### src/rtl/opb_master_arbiter.sv
// OPB master arbiter: shares one OPB master port between the UART command
// engine (M0) and the periodic status poller (M1). One transaction at a time,
// round-robin on ties, fixed read latency from the OPB_RE cycle to OPB_DI.
//
// state   | meaning
// --------+------------------------------------------------------------
// S_IDLE  | no transaction; arbitrate REQs and latch the winner's request
// S_ISSUE | one cycle with OPB_ADDR/OPB_DO and OPB_RE or OPB_WE driven
// S_WAIT  | read only; count RD_LATENCY cycles, capture OPB_DI in the last
// S_DONE  | one-cycle ACK to the granted requester, update RR pointer
module opb_master_arbiter #(
    parameter int RD_LATENCY = 2,
    parameter int ADDR_W     = 32,
    parameter int DATA_W     = 32
) (
    input  logic              SYS_CLK,
    input  logic              SYS_RST,
    input  logic              M0_REQ,
    input  logic              M0_WR,
    input  logic [ADDR_W-1:0] M0_ADDR,
    input  logic [DATA_W-1:0] M0_WDATA,
    output logic              M0_ACK,
    output logic [DATA_W-1:0] M0_RDATA,
    input  logic              M1_REQ,
    input  logic              M1_WR,
    input  logic [ADDR_W-1:0] M1_ADDR,
    input  logic [DATA_W-1:0] M1_WDATA,
    output logic              M1_ACK,
    output logic [DATA_W-1:0] M1_RDATA,
    output logic [ADDR_W-1:0] OPB_ADDR,
    output logic [DATA_W-1:0] OPB_DO,
    output logic              OPB_RE,
    output logic              OPB_WE,
    input  logic [DATA_W-1:0] OPB_DI,
    output logic              GRANT_ID,
    output logic              BUSY
);

    // Four bits cover the full 1..15 latency range.
    localparam int CNT_W = 4;
    localparam logic [CNT_W-1:0] LAT_LAST = CNT_W'(RD_LATENCY - 1);

    typedef enum logic [1:0] {
        S_IDLE  = 2'd0,
        S_ISSUE = 2'd1,
        S_WAIT  = 2'd2,
        S_DONE  = 2'd3
    } state_t;

    state_t            r_state;
    logic [CNT_W-1:0]  r_lat_cnt;
    logic              r_wr;
    logic              r_gnt;
    logic              r_rr_last;
    logic              r_busy;
    logic              r_m0_ack;
    logic              r_m1_ack;
    logic [DATA_W-1:0] r_m0_rdata;
    logic [DATA_W-1:0] r_m1_rdata;
    logic [ADDR_W-1:0] r_opb_addr;
    logic [DATA_W-1:0] r_opb_do;
    logic              r_opb_re;
    logic              r_opb_we;

    logic              w_any_req;
    logic              w_sel;
    logic              w_sel_wr;
    logic [ADDR_W-1:0] w_sel_addr;
    logic [DATA_W-1:0] w_sel_wdata;

    // Arbitration: a lone requester wins; on a tie the one not served last wins.
    always_comb begin
        w_any_req   = M0_REQ | M1_REQ;
        w_sel       = (M0_REQ & M1_REQ) ? ~r_rr_last : M1_REQ;
        w_sel_wr    = w_sel ? M1_WR    : M0_WR;
        w_sel_addr  = w_sel ? M1_ADDR  : M0_ADDR;
        w_sel_wdata = w_sel ? M1_WDATA : M0_WDATA;
    end

    // Transaction sequencer with all outputs registered.
    always_ff @(posedge SYS_CLK) begin
        if (!SYS_RST) begin
            r_state    <= S_IDLE;
            r_lat_cnt  <= '0;
            r_wr       <= 1'b0;
            r_gnt      <= 1'b0;
            r_rr_last  <= 1'b1;   // M0 wins the first tie
            r_busy     <= 1'b0;
            r_m0_ack   <= 1'b0;
            r_m1_ack   <= 1'b0;
            r_m0_rdata <= '0;
            r_m1_rdata <= '0;
            r_opb_addr <= '0;
            r_opb_do   <= '0;
            r_opb_re   <= 1'b0;
            r_opb_we   <= 1'b0;
        end else begin
            case (r_state)
                S_IDLE: begin
                    if (w_any_req) begin
                        r_state    <= S_ISSUE;
                        r_gnt      <= w_sel;
                        r_wr       <= w_sel_wr;
                        r_opb_addr <= w_sel_addr;
                        r_opb_do   <= w_sel_wdata;
                        r_opb_we   <= w_sel_wr;
                        r_opb_re   <= ~w_sel_wr;
                        r_busy     <= 1'b1;
                    end
                end

                S_ISSUE: begin
                    r_opb_addr <= '0;
                    r_opb_do   <= '0;
                    r_opb_re   <= 1'b0;
                    r_opb_we   <= 1'b0;
                    if (r_wr) begin
                        r_state <= S_DONE;
                        if (r_gnt) begin
                            r_m1_ack   <= 1'b1;
                            r_m1_rdata <= '0;
                        end else begin
                            r_m0_ack   <= 1'b1;
                            r_m0_rdata <= '0;
                        end
                    end else begin
                        r_state   <= S_WAIT;
                        r_lat_cnt <= '0;
                    end
                end

                S_WAIT: begin
                    r_lat_cnt <= r_lat_cnt + 1'b1;
                    if (r_lat_cnt == LAT_LAST) begin
                        r_state <= S_DONE;
                        if (r_gnt) begin
                            r_m1_ack   <= 1'b1;
                            r_m1_rdata <= OPB_DI;
                        end else begin
                            r_m0_ack   <= 1'b1;
                            r_m0_rdata <= OPB_DI;
                        end
                    end
                end

                S_DONE: begin
                    r_m0_ack  <= 1'b0;
                    r_m1_ack  <= 1'b0;
                    r_rr_last <= r_gnt;
                    r_busy    <= 1'b0;
                    r_state   <= S_IDLE;
                end

                default: begin
                    r_state <= S_IDLE;
                end
            endcase
        end
    end

    assign M0_ACK   = r_m0_ack;
    assign M1_ACK   = r_m1_ack;
    assign M0_RDATA = r_m0_rdata;
    assign M1_RDATA = r_m1_rdata;
    assign OPB_ADDR = r_opb_addr;
    assign OPB_DO   = r_opb_do;
    assign OPB_RE   = r_opb_re;
    assign OPB_WE   = r_opb_we;
    assign GRANT_ID = r_gnt;
    assign BUSY     = r_busy;

endmodule

### config.mk
export PLATFORM = sky130hd
export DESIGN_NAME = opb_master_arbiter
export DESIGN_NICKNAME = d
export VERILOG_FILES = /design/src/rtl/opb_master_arbiter.sv
export SDC_FILE = /design/constraint.sdc
export NUM_CORES = 1
export LEC_CHECK = 0
export BUFFER_PORTS_ARGS = -buffer_cell sky130_fd_sc_hd__buf_2
export CORE_MARGIN = 2
export CORE_UTILIZATION = 40
export DETAILED_ROUTE_END_ITERATION = 7
export GPL_TIMING_DRIVEN = 0
export PLACE_DENSITY = 0.71
export SYNTH_ARGS = -nofsm -noshare
export SYNTH_HDL_FRONTEND = slang
export SYNTH_SLANG_ARGS = --single-unit
export TNS_END_PERCENT = 10
### constraint.sdc
create_clock -name SYS_CLK -period 2.04 [get_ports SYS_CLK]
set_input_delay 0.51 -clock SYS_CLK [delete_from_list [all_inputs] [get_ports SYS_CLK]]
set_output_delay 0.51 -clock SYS_CLK [all_outputs]
set_load 0.01 [all_outputs]
# Word-level counts from Yosys, hierarchy flattened
# Cells that the tools add are included.
# op_classes
n_addsub,1
eq_ne,12
mux,38
bitwise,4
reduce_logical,13
# ops
cell,n
$mux 32,12
$pmux 32 s2,4
$ne 2x2->1 const B,8
$mux 1,12
$reduce_and 2->1,5
$reduce_and 5->1,2
$pmux 2 s4,1
$pmux 4 s2,1
$pmux 1 s2,3
$pmux 1 s3,2
$reduce_bool 2->1,3
$add 4x1->4 const B,1
$eq 2x2->1 const B,2
$eq 4x1->1 const B,1
$mux 2,2
$mux 4,1
$reduce_and 3->1,1
$reduce_bool 3->1,1
$eq 2x1->1 const B,1
$logic_not 2->1,1
$not 1->1,2
$and 1x1->1,1
$or 1x1->1,1
# totals
register_bits,142
inputBits,166
output_inout_bits,134
elab_cells,82

# Logic depth before layout (Yosys ltp)
# depth
ltp_word,6
mapped_depth,8
depth_no_buf,6

# Worst setup path before layout
# No wires, ideal clock.
# synth_path
kind,register to register
from,register r_state[0]
to,"register r_opb_addr[0], in the netlist OPB_ADDR[0]"
setup_time_ps,68
t_arrival_ps,1661
t_required_ps,1972
setup_slack_ps,311
path_stages_with_launch,9
path_buffers,2
synth_period_minus_slack_ps,1729
path_cell_list,dfxtp_1 > inv_1 > ha_1 > or3b_4 > o21ai_2 > and2_4 > buf_12 > buf_12 > o2bb2ai_2
# synth_between
elab_chain_cells,3
# synth_rtl
item,line,source
"start, declared",50,state_t r_state;
"start signal, assigned",83,r_state <= S_IDLE;
"start signal, assigned",101,r_state <= S_ISSUE;
"start signal, assigned",118,r_state <= S_DONE;
$eq 2x1->1 / $logic_not 2->1 (equally long branches),98,case (r_state)
$reduce_bool 2->1 (no source line) / $ne 2x2->1 (equally long branches),--,
$reduce_and 2->1 (no source line),--,
"end signal, assigned",104,r_opb_addr <= w_sel_addr;
"end, declared",60,logic [ADDR_W-1:0] r_opb_addr;
# Several ways; a longest one is shown, not always the timed one.
# A chain may end at the register's enable or synchronous reset.

# Worst setup path after layout
# layout_path
from,register r_state[1]
to,"register r_m0_rdata[10], in the netlist M0_RDATA[10]"
# layout_between
elab_chain_cells,3
# layout_rtl
item,line,source
$eq 2x1->1 / $eq 2x2->1 (equally long branches),98,
$ne 2x2->1 (no source line) / $reduce_bool 2->1 (equally long branches),--,
$reduce_and 5->1 (no source line),--,
"end signal, assigned",91,r_m0_rdata <= '0;
"end signal, assigned",124,r_m0_rdata <= '0;
"end signal, assigned",141,r_m0_rdata <= OPB_DI;
"end, declared",58,logic [DATA_W-1:0] r_m0_rdata;
# Several ways; a longest one is shown, not always the timed one.

==> flow_summary.ini <==
[global_route]
grt.total_usage_pct = 20.5
grt_max_degree = 17
antenna_found_initial = 0
grt_pass1_vias = 5155
grt-ovfl-total = 0
grt_pass1_wl_um = 26500
grtUsageMet3_pct = 6.80
met2_usage_pct = 36.5
grt_use_met1_pct = 23.0
top_usage_layer = met2

[floorplanning]
fp.dieH_um = 128
num_rows = 45
die_area_um2 = 16400
die_x_um = 128
core_um2 = 15100
ioPinCount = 300
start_util_pct = 40.7

[placement]
portBuffers = 299
dp_slack_ns = -0.105
placed_area_um2 = 7890
dpl.hpwl_um = 13300
gp_congestion = 0.770
dp_cells = 1036

[clocking]
htreeDepth = 4
cts_tree = done
clk_latency_ns = 0.42
numCtsBuffers = 17
clock-sinks = 142
clkTransAtPathRegs_ns = 0.06
cts_root_buf = clkbuf_16
clock_path_buffers = 2

[detailed_routing]
route.detailed.wl_per_inst_um = 15.9
drtIter0Drc = 179
ant_nets = 0
detail_route.wirelength_um = 17100
drt-vias-per-instance = 4.90
drc = 0
drt_first_pass_iters = 5
via_count = 5262

[sta]
worst_pin_slew_ns = 0.634
rsz0062_at_grt = true
drv_slew = 0
fmax_mhz = 523
fin_crit_sh_pct = 93.7
fin_skew_ns = 0.00898
period_needed_ns = 1.91
finalSetupTns_ns = 0
slew-limit-headroom_pct = 57.8
setup_ws_ns = 0.129
setup_violations = 0
finalHoldViolCount = 0

[cells_and_area]
fin_nets = 1046
drive_above_1_share_pct = 46.3
stdcell_area_um2 = 8580
fin_cells = 1073
final_common_cell = buf_2
antenna_cells = 0
fillers = 1342
final_cell_mix = buf_2, dfxtp_1, mux2i_1
area_growth_pct = 39.3

[yosys]
synth_top_family_by_area = multiplexers
synthDistinctLibCells = 34
synth_nets = 723
synth_cells = 549
synth_seq_area_share_pct = 46.1
synth_edf_count = 0
syn_avg_cell_area_um2 = 11.2
synth_top_area_cell = dfxtp_1
synth_mux_area_share_pct = 21.4
async_flop_share_pct = 0
synthAdderAreaFrac_pct = 1.62
ys_seq_elements = 142
netlist_area_um2 = 6160
synth_compound_gate_area_share_pct = 15.7
synthXorXnorAreaFrac_pct = 0
netlist.area_leader.share_pct = 46.1
synthTopCellsByArea = dfxtp_1, mux2i_1, o2bb2ai_2, nand2_1, o2bb2ai_1
synth_ff_type = dfxtp_1
yosysWarnings = 0
synth-simple-area-share_pct = 9.81

[worst_setup_path]
crit_required_ns = 2.34
crit_path_start_kind = flip-flop
critical_path.top_delay_family = multiplexers
critPathKind = reg -> reg
cp_cell_sequence = inv_1 > ha_1 > mux2i_1 > nor3_4 > buf_4 > buf_6 > mux2i_1
cp_max_fo = 10
crit_arrival_ns = 2.21
r2r_slack_ns = 0.13
path_buf_inv = 3
critPathMaxStageDelay_ns = 0.48
critPathSlowestCell = mux2i_1
end_kind = flip-flop
crit_top_cell = mux2i_1

[min_path]
worstHoldPathType = in -> reg

[job]
maxCapViolations = 0

[run_status]
status = finished, final reports clean

[power]
p_total_mw = 10.3
peakVddDrop_uv = 611
p_leak_nw = 3.91
power_density_nw_per_um2 = 1210
## path summary, 6_finish.rpt
kind | start | end | cells past startpoint
worst min register to register | M0_RDATA[17] | M0_RDATA[17] | 2
worst min-delay path | M0_WDATA[29] | OPB_DO[29] | 3
worst max-delay path | r_state[1] | M0_RDATA[10] | 7
worst max register to register | r_state[1] | M0_RDATA[10] | 7
## power breakdown
group          internal (mW)  switching [mW]  leakage, nW
logic                   1.56            1.91         2.44
registers               3.24           0.291         1.15
clock network           2.18            1.17        0.314
## Yosys cell counts, types with 2 or more instances
cell,instances
dfxtp_1,142
mux2i_1,132
nand2_1,73
o2bb2ai_2,40
nand3_1,35
o2bb2ai_1,25
clkbuf_1,18
buf_2,12
a21oi_1,10
ha_1,8
buf_6,6
inv_1,6
nor2_1,6
buf_12,5
nor2b_1,4
o21ai_0,4
a31oi_1,3
nand3b_1,3
nor3_4,2
## cell type report
| type | count | area [µm²] | share of cell area (%) |
|---|---|---|---|
| Inverter | 7 | 26.3 | 0.306 |
| Multi-Input combinational cell | 358 | 2990 | 34.8 |
| Timing Repair Buffer | 304 | 1530 | 17.9 |
| Clock inverter | 9 | 155 | 1.81 |
| Clock buffer | 23 | 488 | 5.69 |
| Buffer | 42 | 310 | 3.62 |
| Sequential cell | 142 | 2840 | 33.1 |
| Tap cell | 188 | 235 | 2.74 |
## metal layers
layer  vias up  wire length [µm]
li1       2633                 -
met1      2413              7170
met2       190              8300
met3        26              1300
met4         0               330
met5         -                 0
## what timing repair did
action	CTS	global route
endpoints found under the setup margin	52	100
pin swaps	0	2
setup buffers	0	5
resized for setup	2	8
endpoints found under the hold margin	0	0
gates cloned	0	0
hold buffers	0	0
## state kept, by name, summed over array words and instances (netlist names), 2 cells and up
signal,flops
M0_RDATA,32
M1_RDATA,32
OPB_ADDR,32
OPB_DO,32
r_lat_cnt,4
r_state,2
## cell families (layout without fill, tap and decap cells)
kind of cell | count (synthesis) | in the layout
AOI/OAI and AO/OA | 89 | 89
DFF | 142 | 142
and+or+nand+nor | 129 | 129
muxes | 132 | 132
buffers and inverters | 49 | 385
adders and majority gates | 8 | 8
## metrics by stage
step | hold slack, ns | util (%)
finish | 0.359 | 56.7
floorplan | 0.442 | -
global route | 0.355 | 56.7
CTS | 0.340 | 56.4
global placement | 0.439 | 52.1
detailed placement | 0.443 | 52.1
## worst reg2reg max path: stages (launching register included)
cell,delay [ns]
dfxtp_1,0.35
inv_1,0.13
ha_1,0.31
mux2i_1,0.48
nor3_4,0.07
buf_4,0.18
buf_6,0.16
mux2i_1,0.13
(Power assumes the default switching activity.)
